[src/rtl/alu_pkg.sv]
// Shared definitions for the ALU sequencer: widths, opcodes, FSM states and
// the sign-magnitude helper used by the MUL/DIV engine.
package alu_pkg;

    localparam int OPW   = 8;
    localparam int RESW  = 16;
    localparam int ITERS = 8;

    localparam logic [2:0] OP_ADD  = 3'd0;
    localparam logic [2:0] OP_SUB  = 3'd1;
    localparam logic [2:0] OP_MUL  = 3'd2;
    localparam logic [2:0] OP_DIV  = 3'd3;
    localparam logic [2:0] OP_AND  = 3'd4;
    localparam logic [2:0] OP_OR   = 3'd5;
    localparam logic [2:0] OP_XOR  = 3'd6;
    localparam logic [2:0] OP_NAND = 3'd7;

    typedef enum logic [1:0] {IDLE, EXEC, DONE} state_e;

    // Magnitude of a two's-complement byte; -128 maps to 8'h80 (unsigned 128).
    function automatic logic [OPW-1:0] mag8(input logic [OPW-1:0] x);
        return x[OPW-1] ? (~x) + OPW'(1) : x;
    endfunction

endpackage

[src/rtl/alu_sequencer_if.sv]
// Request/result handshake bundle between the two requesters, the result
// consumer and alu_sequencer.
interface alu_sequencer_if;
    import alu_pkg::*;

    logic [1:0]       req_valid;
    logic [1:0]       req_ready;
    logic [2*OPW-1:0] req_a;
    logic [2*OPW-1:0] req_b;
    logic [5:0]       req_op;
    logic             res_valid;
    logic             res_ready;
    logic [RESW-1:0]  res_data;
    logic             res_id;
    logic             res_err;
    logic             busy;

    modport slave (
        input  req_valid, req_a, req_b, req_op, res_ready,
        output req_ready, res_valid, res_data, res_id, res_err, busy
    );

    modport master (
        output req_valid, req_a, req_b, req_op, res_ready,
        input  req_ready, res_valid, res_data, res_id, res_err, busy
    );

endinterface

[src/rtl/alu_seq_muldiv.sv]
// 8-iteration shift-add multiplier and restoring divider on operand magnitudes.
// The divider is only built when ALU_SEQ_DIV_EN is defined.
module alu_seq_muldiv
    import alu_pkg::*;
(
    input  logic            clk,
    input  logic            rst,
    input  logic            start_i,
    input  logic [2:0]      op_i,
    input  logic [OPW-1:0]  a_i,
    input  logic [OPW-1:0]  b_i,
    output logic            done_o,
    output logic [RESW-1:0] result_o
);

    localparam logic [3:0] LAST = 4'(ITERS - 1);

    logic            run_q,   run_d;
    logic            neg_q,   neg_d;
    logic [3:0]      cnt_q,   cnt_d;
    logic [RESW-1:0] acc_q,   acc_d;    // product, or remainder in [7:0]
    logic [RESW-1:0] mcand_q, mcand_d;  // shifted multiplicand, or divisor in [7:0]
    logic [OPW-1:0]  shreg_q, shreg_d;  // multiplier bits, or dividend/quotient
    logic [RESW-1:0] mag;
    logic            start_ok;
`ifdef ALU_SEQ_DIV_EN
    logic            is_div_q, is_div_d;
    logic [OPW:0]    rem_sh;

    assign start_ok = start_i;
`else
    assign start_ok = start_i && (op_i == OP_MUL);
`endif

    always_comb begin
        // NOTE: every variable gets a default first so no path leaves it unassigned (no latches).
        run_d   = run_q;
        neg_d   = neg_q;
        cnt_d   = cnt_q;
        acc_d   = acc_q;
        mcand_d = mcand_q;
        shreg_d = shreg_q;
`ifdef ALU_SEQ_DIV_EN
        is_div_d = is_div_q;
        rem_sh   = '0;
`endif
        if (start_ok) begin
            run_d   = 1'b1;
            neg_d   = a_i[OPW-1] ^ b_i[OPW-1];
            cnt_d   = '0;
            acc_d   = '0;
            mcand_d = {{OPW{1'b0}}, mag8(a_i)};
            shreg_d = mag8(b_i);
`ifdef ALU_SEQ_DIV_EN
            is_div_d = (op_i == OP_DIV);
            if (is_div_d) begin
                mcand_d = {{OPW{1'b0}}, mag8(b_i)};
                shreg_d = mag8(a_i);
            end
`endif
        end else if (run_q) begin
            cnt_d = cnt_q + 4'd1;
            if (cnt_q == LAST) run_d = 1'b0;
`ifdef ALU_SEQ_DIV_EN
            if (is_div_q) begin
                // Dividend bits leave shreg at the top while quotient bits enter at the bottom.
                rem_sh = {acc_q[OPW-1:0], shreg_q[OPW-1]};
                if (rem_sh >= {1'b0, mcand_q[OPW-1:0]}) begin
                    acc_d   = {{(RESW-OPW-1){1'b0}}, rem_sh - {1'b0, mcand_q[OPW-1:0]}};
                    shreg_d = {shreg_q[OPW-2:0], 1'b1};
                end else begin
                    acc_d   = {{(RESW-OPW-1){1'b0}}, rem_sh};
                    shreg_d = {shreg_q[OPW-2:0], 1'b0};
                end
            end else begin
                acc_d   = acc_q + (shreg_q[0] ? mcand_q : '0);
                mcand_d = mcand_q << 1;
                shreg_d = shreg_q >> 1;
            end
`else
            acc_d   = acc_q + (shreg_q[0] ? mcand_q : '0);
            mcand_d = mcand_q << 1;
            shreg_d = shreg_q >> 1;
`endif
        end
    end

    // Result is taken from the next-state values so the last iteration is included.
`ifdef ALU_SEQ_DIV_EN
    assign mag = is_div_q ? {{OPW{1'b0}}, shreg_d} : acc_d;
`else
    assign mag = acc_d;
`endif
    assign result_o = neg_q ? -mag : mag;
    assign done_o   = run_q && (cnt_q == LAST);

    // NOTE: sequential state uses non-blocking assignments only, so every flop samples pre-edge values.
    always_ff @(posedge clk or posedge rst) begin
        if (rst) begin
            run_q   <= 1'b0;
            neg_q   <= 1'b0;
            cnt_q   <= '0;
            acc_q   <= '0;
            mcand_q <= '0;
            shreg_q <= '0;
`ifdef ALU_SEQ_DIV_EN
            is_div_q <= 1'b0;
`endif
        end else begin
            run_q   <= run_d;
            neg_q   <= neg_d;
            cnt_q   <= cnt_d;
            acc_q   <= acc_d;
            mcand_q <= mcand_d;
            shreg_q <= shreg_d;
`ifdef ALU_SEQ_DIV_EN
            is_div_q <= is_div_d;
`endif
        end
    end

endmodule

[src/rtl/alu_sequencer.sv]
// Two-port round-robin ALU sequencer: 1-cycle ADD/SUB/logic, 8-iteration MUL/DIV.
// ALU_SEQ_DIV_EN builds the divider; without it DIV returns 0 with res_err set.
module alu_sequencer
    import alu_pkg::*;
(
    input  logic           CLOCK_50,
    input  logic           rst,
    alu_sequencer_if.slave bus
);

    state_e          state_q, state_d;
    logic            last_grant_q, last_grant_d;
    logic [RESW-1:0] res_data_q, res_data_d;
    logic            res_id_q, res_id_d;
    logic            res_err_q, res_err_d;

    logic            grant_any, grant_idx, accept;
    logic [OPW-1:0]  sel_a, sel_b, alu8;
    logic [2:0]      sel_op;
    logic            alu_sext, div_err, needs_exec;
    logic [RESW-1:0] alu_res, md_result;
    logic            md_done;

    // Both pending: the requester not granted last time wins.
    assign grant_any = |bus.req_valid;
    assign grant_idx = (&bus.req_valid) ? ~last_grant_q : ~bus.req_valid[0];
    assign accept    = (state_q == IDLE) && grant_any;

    assign sel_a  = grant_idx ? bus.req_a[15:8] : bus.req_a[7:0];
    assign sel_b  = grant_idx ? bus.req_b[15:8] : bus.req_b[7:0];
    assign sel_op = grant_idx ? bus.req_op[5:3] : bus.req_op[2:0];

`ifdef ALU_SEQ_DIV_EN
    assign div_err    = (sel_op == OP_DIV) && (sel_b == '0);
    assign needs_exec = (sel_op == OP_MUL) || ((sel_op == OP_DIV) && !div_err);
`else
    assign div_err    = (sel_op == OP_DIV);
    assign needs_exec = (sel_op == OP_MUL);
`endif

    always_comb begin
        alu8     = '0;
        alu_sext = 1'b0;
        case (sel_op)
            OP_ADD:  begin alu8 = sel_a + sel_b; alu_sext = 1'b1; end
            OP_SUB:  begin alu8 = sel_a - sel_b; alu_sext = 1'b1; end
            OP_AND:  alu8 = sel_a & sel_b;
            OP_OR:   alu8 = sel_a | sel_b;
            OP_XOR:  alu8 = sel_a ^ sel_b;
            OP_NAND: alu8 = ~(sel_a & sel_b);
            default: alu8 = '0;
        endcase
        alu_res = alu_sext ? {{OPW{alu8[OPW-1]}}, alu8} : {{OPW{1'b0}}, alu8};
    end

    alu_seq_muldiv u_muldiv (
        .clk      (CLOCK_50),
        .rst      (rst),
        .start_i  (accept && needs_exec),
        .op_i     (sel_op),
        .a_i      (sel_a),
        .b_i      (sel_b),
        .done_o   (md_done),
        .result_o (md_result)
    );

    always_ff @(posedge CLOCK_50 or posedge rst) begin
        if (rst) state_q <= IDLE;
        else     state_q <= state_d;
    end

    always_comb begin
        state_d = state_q;
        unique case (state_q)
            IDLE:    if (accept) state_d = needs_exec ? EXEC : DONE;
            EXEC:    if (md_done) state_d = DONE;
            DONE:    if (bus.res_ready) state_d = IDLE;
            default: state_d = IDLE;
        endcase
    end

    always_comb begin
        bus.req_ready = '0;
        if (accept && !rst) bus.req_ready = grant_idx ? 2'b10 : 2'b01;
        bus.res_valid = (state_q == DONE);
        bus.busy      = (state_q != IDLE);
        bus.res_data  = res_data_q;
        bus.res_id    = res_id_q;
        bus.res_err   = res_err_q;
    end

    // Result registers load at accept (single-cycle ops) or on engine completion.
    always_comb begin
        last_grant_d = last_grant_q;
        res_data_d   = res_data_q;
        res_id_d     = res_id_q;
        res_err_d    = res_err_q;
        if (accept) begin
            last_grant_d = grant_idx;
            res_id_d     = grant_idx;
            if (!needs_exec) begin
                res_data_d = alu_res;
                res_err_d  = div_err;
            end
        end else if ((state_q == EXEC) && md_done) begin
            res_data_d = md_result;
            res_err_d  = 1'b0;
        end
    end

    always_ff @(posedge CLOCK_50 or posedge rst) begin
        if (rst) begin
            last_grant_q <= 1'b1;
            res_data_q   <= '0;
            res_id_q     <= 1'b0;
            res_err_q    <= 1'b0;
        end else begin
            last_grant_q <= last_grant_d;
            res_data_q   <= res_data_d;
            res_id_q     <= res_id_d;
            res_err_q    <= res_err_d;
        end
    end

endmodule

[src/flat_wrapper.sv]
// flat-port wrapper written by rule: the top's interface ports become plain ports
module alu_sequencer_flat import alu_pkg::*;
  (CLOCK_50, rst, bus_req_valid, bus_req_a, bus_req_b, bus_req_op, bus_res_ready, bus_req_ready, bus_res_valid, bus_res_data, bus_res_id, bus_res_err, bus_busy);
  alu_sequencer_if bus_i ();
  input  logic CLOCK_50;
  input  logic rst;
  input wire logic [$bits(bus_i.req_valid)-1:0] bus_req_valid;
  input wire logic [$bits(bus_i.req_a)-1:0] bus_req_a;
  input wire logic [$bits(bus_i.req_b)-1:0] bus_req_b;
  input wire logic [$bits(bus_i.req_op)-1:0] bus_req_op;
  input wire logic [$bits(bus_i.res_ready)-1:0] bus_res_ready;
  output wire logic [$bits(bus_i.req_ready)-1:0] bus_req_ready;
  output wire logic [$bits(bus_i.res_valid)-1:0] bus_res_valid;
  output wire logic [$bits(bus_i.res_data)-1:0] bus_res_data;
  output wire logic [$bits(bus_i.res_id)-1:0] bus_res_id;
  output wire logic [$bits(bus_i.res_err)-1:0] bus_res_err;
  output wire logic [$bits(bus_i.busy)-1:0] bus_busy;
  assign bus_i.req_valid = bus_req_valid;
  assign bus_i.req_a = bus_req_a;
  assign bus_i.req_b = bus_req_b;
  assign bus_i.req_op = bus_req_op;
  assign bus_i.res_ready = bus_res_ready;
  assign bus_req_ready = bus_i.req_ready;
  assign bus_res_valid = bus_i.res_valid;
  assign bus_res_data = bus_i.res_data;
  assign bus_res_id = bus_i.res_id;
  assign bus_res_err = bus_i.res_err;
  assign bus_busy = bus_i.busy;
  alu_sequencer u_core (.CLOCK_50(CLOCK_50), .rst(rst), .bus(bus_i));
endmodule
[config.mk]
export PLATFORM = sky130hd
export DESIGN_NAME = alu_sequencer_flat
export DESIGN_NICKNAME = d
export VERILOG_FILES = /design/src/rtl/alu_pkg.sv /design/src/rtl/alu_sequencer_if.sv /design/src/rtl/alu_seq_muldiv.sv /design/src/rtl/alu_sequencer.sv /design/src/flat_wrapper.sv
export SDC_FILE = /design/constraint.sdc
export NUM_CORES = 1
export LEC_CHECK = 0
export BUFFER_PORTS_ARGS = -buffer_cell sky130_fd_sc_hd__buf_2
export CAP_MARGIN = 20
export CORE_ASPECT_RATIO = 0.5
export CORE_MARGIN = 4
export CORE_UTILIZATION = 40
export DETAILED_ROUTE_END_ITERATION = 6
export GPL_ROUTABILITY_DRIVEN = 0
export SLEW_MARGIN = 5
export SYNTH_ARGS = -nofsm -noshare
export SYNTH_HDL_FRONTEND = slang
export SYNTH_HIERARCHICAL = 1
export SYNTH_SLANG_ARGS = --single-unit
[constraint.sdc]
create_clock -name CLOCK_50 -period 13.48 [get_ports CLOCK_50]
set_clock_uncertainty 0.05 [all_clocks]
set_input_delay 3.37 -clock CLOCK_50 [delete_from_list [all_inputs] [get_ports CLOCK_50]]
set_output_delay 3.37 -clock CLOCK_50 [all_outputs]
set_load 0.02 [all_outputs]
==> key figures, run 1 <==
Critical path
  • CP arrival: 8.06 ns
  • Slowest stage delay, CP: 0.52 ns
  • Critical path type: input pin to flip-flop
  • RR Endpoint: u_core/bus.res_data[14]$_DFFE_PP0P_
  • CP max-delay cell: or4_4
  • Crit-path max FO: 55
  • Worst Setup SP: bus_req_valid[1]
  • CP dominant cell by count: or4_4
  • Critical path launch point type: input pin
  • CP cell instances: buf_2 -> nand2b_1 -> nand2_1 -> a21oi_2 -> inv_1 -> nand3_1 -> nor2_1 -> and4bb_1 -> buf_4 -> a2111oi_2 -> a311o_1 -> or3b_4 -> or4_4 -> or4_4 -> o31ai_4 -> xnor2_1 -> a221o_1
  • R2r setup slk: 8.27 ns
  • Critical Path End: u_core/bus.res_data[14]$_DFFE_PP0P_
  • FF-to-FF Start: u_core/last_grant_q$_DFFE_PP1P_
  • Worst Reg-to-Reg Cells: 16
  • Crit. End Element: flip-flop
  • Worst EP required: 13.65 ns

Outcome
  • Status: finished, final reports clean

Placement
  • IO buf count: 64
  • Hpwl dp: 11700 um
  • Placed Cells: 913

Timing
  • Final Hold Vio Count: 0
  • RSZ-0062 raised after global routing: false
  • Fmax: 127 MHz
  • TNS Setup: 0 ns
  • Fin crit share: 0.585
  • Clock period minus worst slack: 7.89 ns
  • Max Transition Viols Final: 0
  • Rel. slew slack: 0.429
  • Slew @ Worst Pin: 0.855 ns
  • Final setup fails: 0

Layout
  • Ratio of cells with drive above 1 in the final layout: 0.149
  • Final #Nets: 819
  • Antenna Diode Count: 0
  • Synth-to-layout area growth: 14.7%
  • Fin cells: 930

Logic synthesis
  • Predominant post-synthesis flop cell: dfrtp_1
  • Register area share after synthesis: 0.291
  • Post-Syn Area: 5760 um^2
  • Syn nets: 770
  • Post-synth EDFFs: 0
  • Synth async-reset ratio: 1.00
  • Yosys reg bits: 67
  • Synth unique cells: 78
  • Cells after synthesis: 684
  • Ys Warns: 6
  • Avg Cell Area, Syn: 8.43 um^2

Min path
  • Worst hold path class: flip-flop to flip-flop

Global routing
  • First-pass GRT wire length: 25400 um
  • Initial antenna violation count: 0
  • Grt total ovfl: 0
  • Tot GR Track Use: 0.189
  • Vias in the first global route: 5029
  • Maximum number of pins on one net before global-route repair: 56

Job
  • Max Cap Viol: 0

Clock tree
  • H-tree depth: 3
  • Clock buffer depth: 2
  • Worst-Skew Late Latency: 0.33 ns
  • Clock transition at the registers of the reported paths: 0.06 ns
  • Number of buffers created by CTS: 9
  • Cts hold-fix bufs: 0
  • Clk root buf: clkbuf_16
  • Post CTS Setup Buffer Count: 0
  • Clock net sink count: 67
  • Post-cts sizing count: 0
  • CTS tree: yes

Drt
  • Vias per Instance: 5.66
  • Total Wirelength: 15500 um
  • Antenna-violating nets left: 0
  • WL/cell: 16.7 um
  • Vias: 5262
  • First-pass detailed-route iteration total: 5
  • DRC viols: 0
  • Initial DRC count: 333

Floorplan
  • Die width: 178 um
  • I/O Pins: 65
  • Initial Util: 0.417
  • CORE AREA: 13800 um^2
  • Die area: 16500 um^2
  • # rows: 30
  • Die Span Y: 92.9 um

Pwr
  • Pwr per Cell Area: 183 nW/um^2
  • Leak: 2.99 nW
  • Peak supply drop: 73.6 uV
-- cell type report --
type / instances / area (um^2)
repair buffers: 72 / 380
fillers: 1372 / 7200
multi-input cells: 544 / 3800
well taps: 192 / 240
flip-flops and latches: 67 / 1680
clock inverters: 4 / 95.1
clock buffers: 12 / 267
inverters: 39 / 146
-- cell usage in the layout (no fill, tap or decap), types with 11 or more instances in the layout --
master,n
inv_1,36
a21oi_1,35
nand3_1,26
and2_1,17
nand2_1,61
buf_2,64
o31ai_1,11
o21ai_0,50
xnor2_1,36
dfrtp_1,65
mux2i_1,42
nor3_1,15
ha_1,41
nor2_1,52
-- worst min-delay path by stage --
stage	startpoint	to	slack [ns]	cells after the start
3_3_place_gp	u_core/bus.res_data[6]$_DFFE_PP0P_	u_core/bus.res_data[6]$_DFFE_PP0P_	0.41	2
5_1_grt	u_core/bus.res_data[4]$_DFFE_PP0P_	u_core/bus.res_data[4]$_DFFE_PP0P_	0.47	2
2_1_floorplan	u_core/u_muldiv/mcand_q[0]$_DFFE_PP0P_	u_core/u_muldiv/mcand_q[0]$_DFFE_PP0P_	0.43	2
6_report	u_core/bus.res_data[6]$_DFFE_PP0P_	u_core/bus.res_data[6]$_DFFE_PP0P_	0.42	2
3_5_place_dp	u_core/bus.res_data[6]$_DFFE_PP0P_	u_core/bus.res_data[6]$_DFFE_PP0P_	0.41	2
4_1_cts	u_core/bus.res_data[6]$_DFFE_PP0P_	u_core/bus.res_data[6]$_DFFE_PP0P_	0.42	2
-- cells in the mapped netlist, types with 3 or more instances --
cell	n	area share
nand2b_1	7	0.0076
nor2b_1	5	0.0054
o2111ai_1	5	0.0076
nor2_1	52	0.034
o211a_1	3	0.0052
a211oi_1	9	0.012
o41ai_1	4	0.0061
nor3_1	15	0.013
nand3_1	26	0.023
o211ai_1	8	0.010
a31oi_1	5	0.0054
or4_1	4	0.0052
o21a_1	3	0.0039
inv_1	37	0.024
o31ai_1	11	0.014
o21ai_0	50	0.043
xnor2_1	36	0.055
a21oi_1	35	0.030
and2_1	17	0.018
nand2_1	61	0.040
mux2i_1	42	0.073
and3_1	7	0.0076
nor4_1	7	0.0076
dfrtp_1	66	0.29
a311o_1	3	0.0052
clkbuf_1	27	0.018
or2_2	3	0.0033
or3_1	9	0.0098
ha_1	41	0.089
buf_1	4	0.0026
nand4_1	4	0.0043
xor2_1	8	0.012
a221o_1	9	0.016
-- metal layers --
layer	share of wire	up-vias	global-route usage
met5	0	-	0
met4	0.011	0	0.0399
met3	0.030	14	0.0269
met2	0.47	100	0.315
met1	0.49	2560	0.263
li1	-	2588	-
-- critical path: cells and delay by family --
kind / cells / cell delay (ns)
AO/OA/AOI/OAI: 5 / 1.27
XOR/XNOR: 1 / 0.09
buffers and inverters: 3 / 0.93
AND/OR/NAND/NOR: 8 / 2.35
-- cells by family (layout without fill, tap and decap cells) --
group                    after synthesis  in the layout  synth area share
AND/OR/NAND/NOR                      236            236             0.209
AO/OA/AOI/OAI                        178            178             0.213
buffers and inverters                 73            127            0.0491
multiplexers                          43             43            0.0749
flip-flops                            67             67             0.291
adder cells (fa/ha/maj)               43             43            0.0959
XOR/XNOR                              44             44            0.0669
-- sequential cells by signal, indices dropped and copies added (netlist names) --
name,cells
u_core/bus.res_id,1
u_core/u_muldiv/mcand_q,16
u_core/state_q,2
u_core/u_muldiv/run_q,1
u_core/u_muldiv/acc_q,16
u_core/u_muldiv/neg_q,1
u_core/bus.res_err,1
u_core/u_muldiv/shreg_q,8
u_core/u_muldiv/cnt_q,4
u_core/last_grant_q,1
u_core/bus.res_data,16
-- through the flow --
stage	instance area, um^2	power, W	utilization	setup WS (ns)	hold WS (ns)
3_3_place_gp	6240	0.000922	0.452	5.45	0.412
4_1_cts	6600	0.00122	0.478	5.65	0.424
6_report	6610	0.00121	0.479	5.59	0.419
2_1_floorplan	5760	0.000765	-	5.35	0.433
3_5_place_dp	6240	0.000927	0.452	5.31	0.412
5_1_grt	6610	0.00129	0.479	5.35	0.469
-- power breakdown --
part	leakage (nW)	switching, W	internal (W)
clock network	0.179	0.0000874	0.000195
logic	1.94	0.000363	0.000232
registers	0.870	0.0000577	0.000277
No activity file was read; power rests on OpenSTA's default activity.
==> run 2, diff against run 1 <==
==> constraint.sdc (replaced) <==
create_clock -name CLOCK_50 -period 7.7 [get_ports CLOCK_50]
set_clock_uncertainty 0.05 [all_clocks]
set_input_delay 1.925 -clock CLOCK_50 [delete_from_list [all_inputs] [get_ports CLOCK_50]]
set_output_delay 1.925 -clock CLOCK_50 [all_outputs]
set_load 0.02 [all_outputs]
==> run 2 against run 1 <==
Combinational power increased by 75%. Total power rose by 69%. Clock-buffer cell count unchanged. Hold slack improved by 0.0069 ns. Register-to-register slack worse by 5.9 ns. Die area unchanged. Largest power group unchanged.
==> key figures, run 2 (same netlist as run 1, synthesis figures left out) <==
Outcome
  • Status: finished, final reports clean

Pwr
  • Logic pwr share: 0.508 (+0.017)
  • Peak supply drop: 126 uV (+72%)
  • Clk pwr share: 0.205 (-0.028)
  • Total design power: 0.00205 W (+69%)
  • Pwr per Cell Area: 312 nW/um^2 (+70%)
  • Reg power frac: 0.286 (+0.010)
  • Leak: 2.96 nW (-0.99%)
  • Switch Pwr: 0.000892 W (+76%)
  • Power Internal: 0.00116 W (+64%)
  • Switching Share: 0.435 (+0.0162)

Floorplan
  • Die Span Y: 92.9 um (unchanged)
  • I/O Pins: 65 (unchanged)
  • CORE AREA: 13800 um^2 (unchanged)
  • Die area: 16500 um^2 (unchanged)
  • Initial Util: 0.417 (unchanged)
  • Die width: 178 um (unchanged)
  • # rows: 30 (unchanged)

Placement
  • Hpwl dp: 11900 um (+2.1%)
  • Placed Cells: 913 (unchanged)
  • IO buf count: 64 (unchanged)

Layout
  • Ratio of cells with drive above 1 in the final layout: 0.148 (-0.00136)
  • Fin cells: 930 (unchanged)
  • Util after Layout: 0.476 (-0.00308)
  • Synth-to-layout area growth: 14.0%
  • Most common cell after layout, fill and taps aside: dfrtp_1
  • Commonest non-fill, non-tap cells in the layout: dfrtp_1, buf_2, nand2_1, nor2_1, o21ai_0
  • Final #Nets: 819 (unchanged)
  • Antenna Diode Count: 0 (unchanged)

Timing
  • Fmax: 154 MHz
  • Hold slack: 0.426 ns (+0.00686 ns)
  • RSZ-0062 raised after global routing: false
  • Max Transition Viols Final: 0 (unchanged)
  • Clock period minus worst slack: 6.51 ns
  • TNS Setup: 0 ns (unchanged)
  • Fin crit share: 0.845
  • Final Hold Vio Count: 0 (unchanged)
  • Final setup fails: 0 (unchanged)
  • Slew @ Worst Pin: 1.06 ns (+0.210 ns)
  • Rel. slew slack: 0.287 (-0.142)

Drt
  • WL/cell: 17.0 um (+1.7%)
  • Total Wirelength: 15800 um (+1.7%)
  • Vias: 5230 (-0.61%)
  • Initial DRC count: 421 (+26%)
  • Vias per Instance: 5.62 (-0.61%)
  • Antenna-violating nets left: 0 (unchanged)
  • DRC viols: 0 (unchanged)
  • First-pass detailed-route iteration total: 5 (unchanged)

Clock tree
  • Post-cts sizing count: 0 (unchanged)
  • Cts hold-fix bufs: 0 (unchanged)
  • CTS tree: yes
  • Clock buffer depth: 2 (unchanged)
  • H-tree depth: 3 (unchanged)
  • Number of buffers created by CTS: 9 (unchanged)
  • Post CTS Setup Buffer Count: 0 (unchanged)
  • Clk root buf: clkbuf_16
  • Clock transition at the registers of the reported paths: 0.06 ns (about the same)
  • Worst-Skew Late Latency: 0.33 ns (about the same)
  • Clock net sink count: 67 (unchanged)

Critical path
  • Critical path launch point type: input pin
  • Worst EP required: 7.87 ns (-5.78 ns)
  • Slowest stage delay, CP: 0.59 ns (+0.07 ns)
  • CP dominant cell by count: nand3_1
  • R2r setup slk: 2.32 ns (-5.95 ns)
  • CP cell instances: buf_2 -> and2b_1 -> o21ai_2 -> and2_1 -> nand3_1 -> nor2_1 -> nand4bb_1 -> buf_4 -> nand3_1 -> or3_1 -> nand3_1 -> or4_1 -> or2_0 -> o41ai_1 -> o21ai_1 -> xor2_1 -> a221o_1
  • CP max-delay cell: or4_1
  • Critical path type: input pin to flip-flop
  • CP arrival: 6.67 ns (-1.39 ns)
  • RR Endpoint: u_core/bus.res_data[15]$_DFFE_PP0P_
  • Worst Reg-to-Reg Cells: 16 (unchanged)
  • Crit. End Element: flip-flop
  • FF-to-FF Start: u_core/last_grant_q$_DFFE_PP1P_
  • Crit-path max FO: 15 (-73%)

Global routing
  • Vias in the first global route: 4876 (-3.0%)
  • Grt total ovfl: 0 (unchanged)
  • Initial antenna violation count: 0 (unchanged)
  • Maximum number of pins on one net before global-route repair: 49 (-13%)
  • First-pass GRT wire length: 25500 um (+0.33%)
  • Tot GR Track Use: 0.191 (+0.00163)
  • GRT met3 Usage: 0.0285 (+0.00163)
  • Met2 usage: 0.307 (-0.00761)
  • Layer with the highest usage: met2
  • GRT met1 Usage: 0.272 (+0.00907)

Min path
  • Worst hold path class: flip-flop to flip-flop
  • Min-Delay Endpoint: u_core/bus.res_data[6]$_DFFE_PP0P_
  • Hold path depth: 2 (unchanged)
  • Hold Startpoint: u_core/bus.res_data[6]$_DFFE_PP0P_

Job
  • Max Cap Viol: 0 (unchanged)
## run 2: cell types whose count changed in the layout (fill, tap and decap cells not counted), sizes merged
cell	change
clkinvlp	+2
bufinv	-2
## run 2: final cells by class
class	count	area [um^2]
Clock inverter	4	50.0
Tap cell	192	240
Clock buffer	12	256
Timing Repair Buffer	72	393
Inverter	39	146
Fill cell	1402	7240
Multi-Input combinational cell	544	3800
Sequential cell	67	1680
## run 2: layer usage
layer | routed length (um) | vias up
met1 | 7770 | 2491
met4 | 210 | 0
met2 | 7120 | 129
met5 | 0 | -
met3 | 689 | 20
li1 | - | 2590
## run 2: worst max path at each step
stage / from / cells after the start / endpoint / slack (ns)
floorplan: bus_req_valid[1] / 17 / u_core/bus.res_data[14]$_DFFE_PP0P_ / 1.80
global placement: bus_req_valid[1] / 16 / u_core/bus.res_data[14]$_DFFE_PP0P_ / 1.15
detailed placement: bus_req_valid[1] / 17 / u_core/bus.res_data[15]$_DFFE_PP0P_ / 0.97
CTS: bus_req_valid[1] / 17 / u_core/bus.res_data[15]$_DFFE_PP0P_ / 1.27
global route: bus_req_valid[1] / 17 / u_core/bus.res_data[15]$_DFFE_PP0P_ / 0.86
finish: bus_req_valid[1] / 17 / u_core/bus.res_data[15]$_DFFE_PP0P_ / 1.19
## run 2: critical path, delay by kind of cell
kind / cells / cell delay [ns]
and+or+nand+nor: 10 / 2.79
AOI/OAI and AO/OA: 4 / 1.22
buffers and inverters: 2 / 0.52
xor gates and xnor gates: 1 / 0.19
## run 2: through the flow
step                setup slack (ns)  cell area, um^2
floorplan                       1.80             5760
global placement                1.15             6240
detailed placement             0.972             6240
CTS                             1.27             6550
global route                   0.858             6570
finish                          1.19             6570
## run 2: power by group through the flow
stage | clock (W) | sequential [W] | combinational [W]
global placement | 0 | 0.000590 | 0.00102
CTS | 0.000428 | 0.000586 | 0.00104
global route | 0.000446 | 0.000603 | 0.00114
floorplan | 0 | 0.000607 | 0.000732
finish | 0.000421 | 0.000587 | 0.00104
detailed placement | 0 | 0.000589 | 0.00103
==> run 3, diff against run 2 <==
==> constraint.sdc (replaced) <==
create_clock -name CLOCK_50 -period 6.7 [get_ports CLOCK_50]
set_clock_uncertainty 0.05 [all_clocks]
set_input_delay 1.675 -clock CLOCK_50 [delete_from_list [all_inputs] [get_ports CLOCK_50]]
set_output_delay 1.675 -clock CLOCK_50 [all_outputs]
set_load 0.02 [all_outputs]
==> run 3 against run 2 <==
Total power grew 16%. Final cell count grew 0.32%. Flip-flop and latch count unchanged. Via count is 0.31% higher. Wire length decreased by 2.2%. Hold slack improved by 0.0064 ns. Global-route usage is 0.11 points higher. Combinational power grew 14%. Setup slack got worse by 0.075 ns. Clock power grew 23%.
==> key figures, run 3 (same netlist as run 1, synthesis figures left out) <==
Global routing
  • Layer with the highest usage: met2
  • Maximum number of pins on one net before global-route repair: 49 (unchanged)
  • GRT met3 Usage: 0.0273 (-0.00122)
  • First-pass GRT wire length: 25600 um (+0.46%)
  • Tot GR Track Use: 0.192 (+0.00111)
  • Vias in the first global route: 5016 (+2.9%)
  • Grt total ovfl: 0 (unchanged)
  • GRT met1 Usage: 0.269 (-0.00350)
  • Initial antenna violation count: 0 (unchanged)
  • Met2 usage: 0.305 (-0.00222)

Clock tree
  • CTS tree: yes
  • H-tree depth: 3 (unchanged)
  • Post-cts sizing count: 0 (unchanged)
  • Clock net sink count: 67 (unchanged)
  • Post CTS Setup Buffer Count: 0 (unchanged)
  • Clock transition at the registers of the reported paths: 0.06 ns (about the same)
  • Number of buffers created by CTS: 9 (unchanged)
  • Cts hold-fix bufs: 0 (unchanged)
  • Clock buffer depth: 2 (unchanged)
  • Worst-Skew Late Latency: 0.34 ns (about the same)
  • Clk root buf: clkbuf_16

Critical path
  • Critical path type: input pin to flip-flop
  • Critical path launch point type: input pin
  • CP arrival: 5.76 ns (-0.91 ns)
  • Worst Setup SP: bus_req_valid[1]
  • R2r setup slk: 1.99 ns (-0.33 ns)
  • Crit. End Element: flip-flop
  • Crit-path max FO: 19 (+4)
  • Worst EP required: 6.87 ns (-1.00 ns)
  • FF-to-FF Start: u_core/last_grant_q$_DFFE_PP1P_
  • Worst Reg-to-Reg Cells: 17 (+1)
  • RR Endpoint: u_core/bus.res_data[15]$_DFFE_PP0P_

Layout
  • Final #Nets: 822 (+0.37%)
  • Synth-to-layout area growth: 14.8%
  • Antenna Diode Count: 0 (unchanged)
  • Most common cell after layout, fill and taps aside: dfrtp_1
  • Ratio of cells with drive above 1 in the final layout: 0.152 (+0.00480)
  • Util after Layout: 0.479 (+0.00362)
  • Commonest non-fill, non-tap cells in the layout: dfrtp_1, buf_2, nand2_1, nor2_1, o21ai_0
  • Final instance area: 6620 um^2 (+0.76%)

Pwr
  • Switching Share: 0.433 (-0.00265)
  • Power Internal: 0.00135 W (+17%)
  • Peak supply drop: 152 uV (+21%)
  • Switch Pwr: 0.00103 W (+16%)
  • Logic pwr share: 0.500 (-0.008)
  • Clk pwr share: 0.217 (+0.012)
  • Reg power frac: 0.283 (-0.003)
  • Pwr per Cell Area: 360 nW/um^2 (+15%)
  • Leak: 2.98 nW (+0.87%)

Floorplan
  • # rows: 30 (unchanged)
  • I/O Pins: 65 (unchanged)
  • Die area: 16500 um^2 (unchanged)
  • Initial Util: 0.417 (unchanged)
  • Die Span Y: 92.9 um (unchanged)
  • CORE AREA: 13800 um^2 (unchanged)
  • Die width: 178 um (unchanged)

Timing
  • Slew @ Worst Pin: 1.03 ns (-0.0397 ns)
  • TNS Setup: 0 ns (unchanged)
  • Final setup fails: 0 (unchanged)
  • RSZ-0062 raised after global routing: false
  • Rel. slew slack: 0.314 (+0.0266)
  • Clock period minus worst slack: 5.58 ns
  • Fin crit share: 0.833
  • Max Transition Viols Final: 0 (unchanged)
  • Final Hold Vio Count: 0 (unchanged)
  • Fmax: 179 MHz

Drt
  • Initial DRC count: 308 (-27%)
  • Vias: 5246 (+0.31%)
  • DRC viols: 0 (unchanged)
  • First-pass detailed-route iteration total: 5 (unchanged)
  • Antenna-violating nets left: 0 (unchanged)
  • Vias per Instance: 5.62 (about the same)
  • Total Wirelength: 15400 um (-2.2%)
  • WL/cell: 16.6 um (-2.5%)

Min path
  • Hold Startpoint: u_core/bus.res_data[4]$_DFFE_PP0P_
  • Min-Delay Endpoint: u_core/bus.res_data[4]$_DFFE_PP0P_
  • Hold path depth: 2 (unchanged)
  • Worst hold path class: flip-flop to flip-flop

Outcome
  • Status: finished, final reports clean

Placement
  • IO buf count: 64 (unchanged)
  • Placed instance area: 6260 um^2 (+0.36%)
  • Hpwl dp: 11900 um (-0.74%)

Job
  • Max Cap Viol: 0 (unchanged)
==> run 3: cell types whose count changed in the layout (fill, tap and decap cells not counted) <==
| cell | change |
|---|---|
| buf_12 | -1 |
| buf_16 | +1 |
| buf_4 | +3 |
| bufinv_16 | +1 |
| clkbuf_1 | -1 |
| clkbuf_8 | -2 |
| clkinv_2 | -1 |
| clkinv_4 | +2 |
| inv_6 | +1 |
==> run 3: per-layer routing <==
layer  share of wire  up-vias
li1                -     2598
met2            0.46      143
met3           0.050       21
met5               0        -
met4           0.020        0
met1            0.47     2484
==> run 3: area by class of cell <==
type                    instances  area [um^2]
clock buffers                   9          225
clock inverters                 7          101
fillers                      1371         7190
inverters                      39          146
multi-input cells             544         3800
flip-flops and latches         67         1680
well taps                     192          240
repair buffers                 75          423
==> run 3: how the worst max path moves through the flow <==
stage	cells after the start	to	slack, ns
5_1_grt	18	u_core/bus.res_data[15]$_DFFE_PP0P_	0.77
6_report	18	u_core/bus.res_data[15]$_DFFE_PP0P_	1.12
3_3_place_gp	18	u_core/bus.res_data[14]$_DFFE_PP0P_	0.92
4_1_cts	18	u_core/bus.res_data[15]$_DFFE_PP0P_	1.14
3_5_place_dp	18	u_core/bus.res_data[15]$_DFFE_PP0P_	0.79
2_1_floorplan	17	u_core/bus.res_data[14]$_DFFE_PP0P_	1.05
==> run 3: through the flow <==
step                power (W)  setup slack (ns)  hold slack, ns  std cells
floorplan             0.00154              1.05           0.433        684
global placement      0.00186             0.924           0.415        916
detailed placement    0.00187             0.787           0.422        916
CTS                   0.00240              1.14           0.438        932
global route          0.00256             0.769           0.468        933
finish                0.00239              1.12           0.432        933
==> run 3: power by group through the flow <==
stage	clock [W]	combinational, W	sequential, W
after floorplan	0	0.000841	0.000698
after global placement	0	0.00118	0.000679
after detailed placement	0	0.00119	0.000681
after CTS	0.000527	0.00120	0.000676
after global routing	0.000542	0.00132	0.000698
final	0.000517	0.00119	0.000675
==> run 3: critical path: stages <==
cell and delay (ns):
buf_2 0.11, and2b_1 0.22, o21ai_2 0.29, and2_1 0.17, buf_4 0.18, nand3_1 0.13, nor2_1 0.15, and4bb_1 0.28
buf_4 0.27, nor3_1 0.07, o21ai_0 0.10, nand3_1 0.18, or4_1 0.58, or2_0 0.24, o41ai_1 0.44, o21ai_1 0.17
xor2_1 0.18, a221o_1 0.31
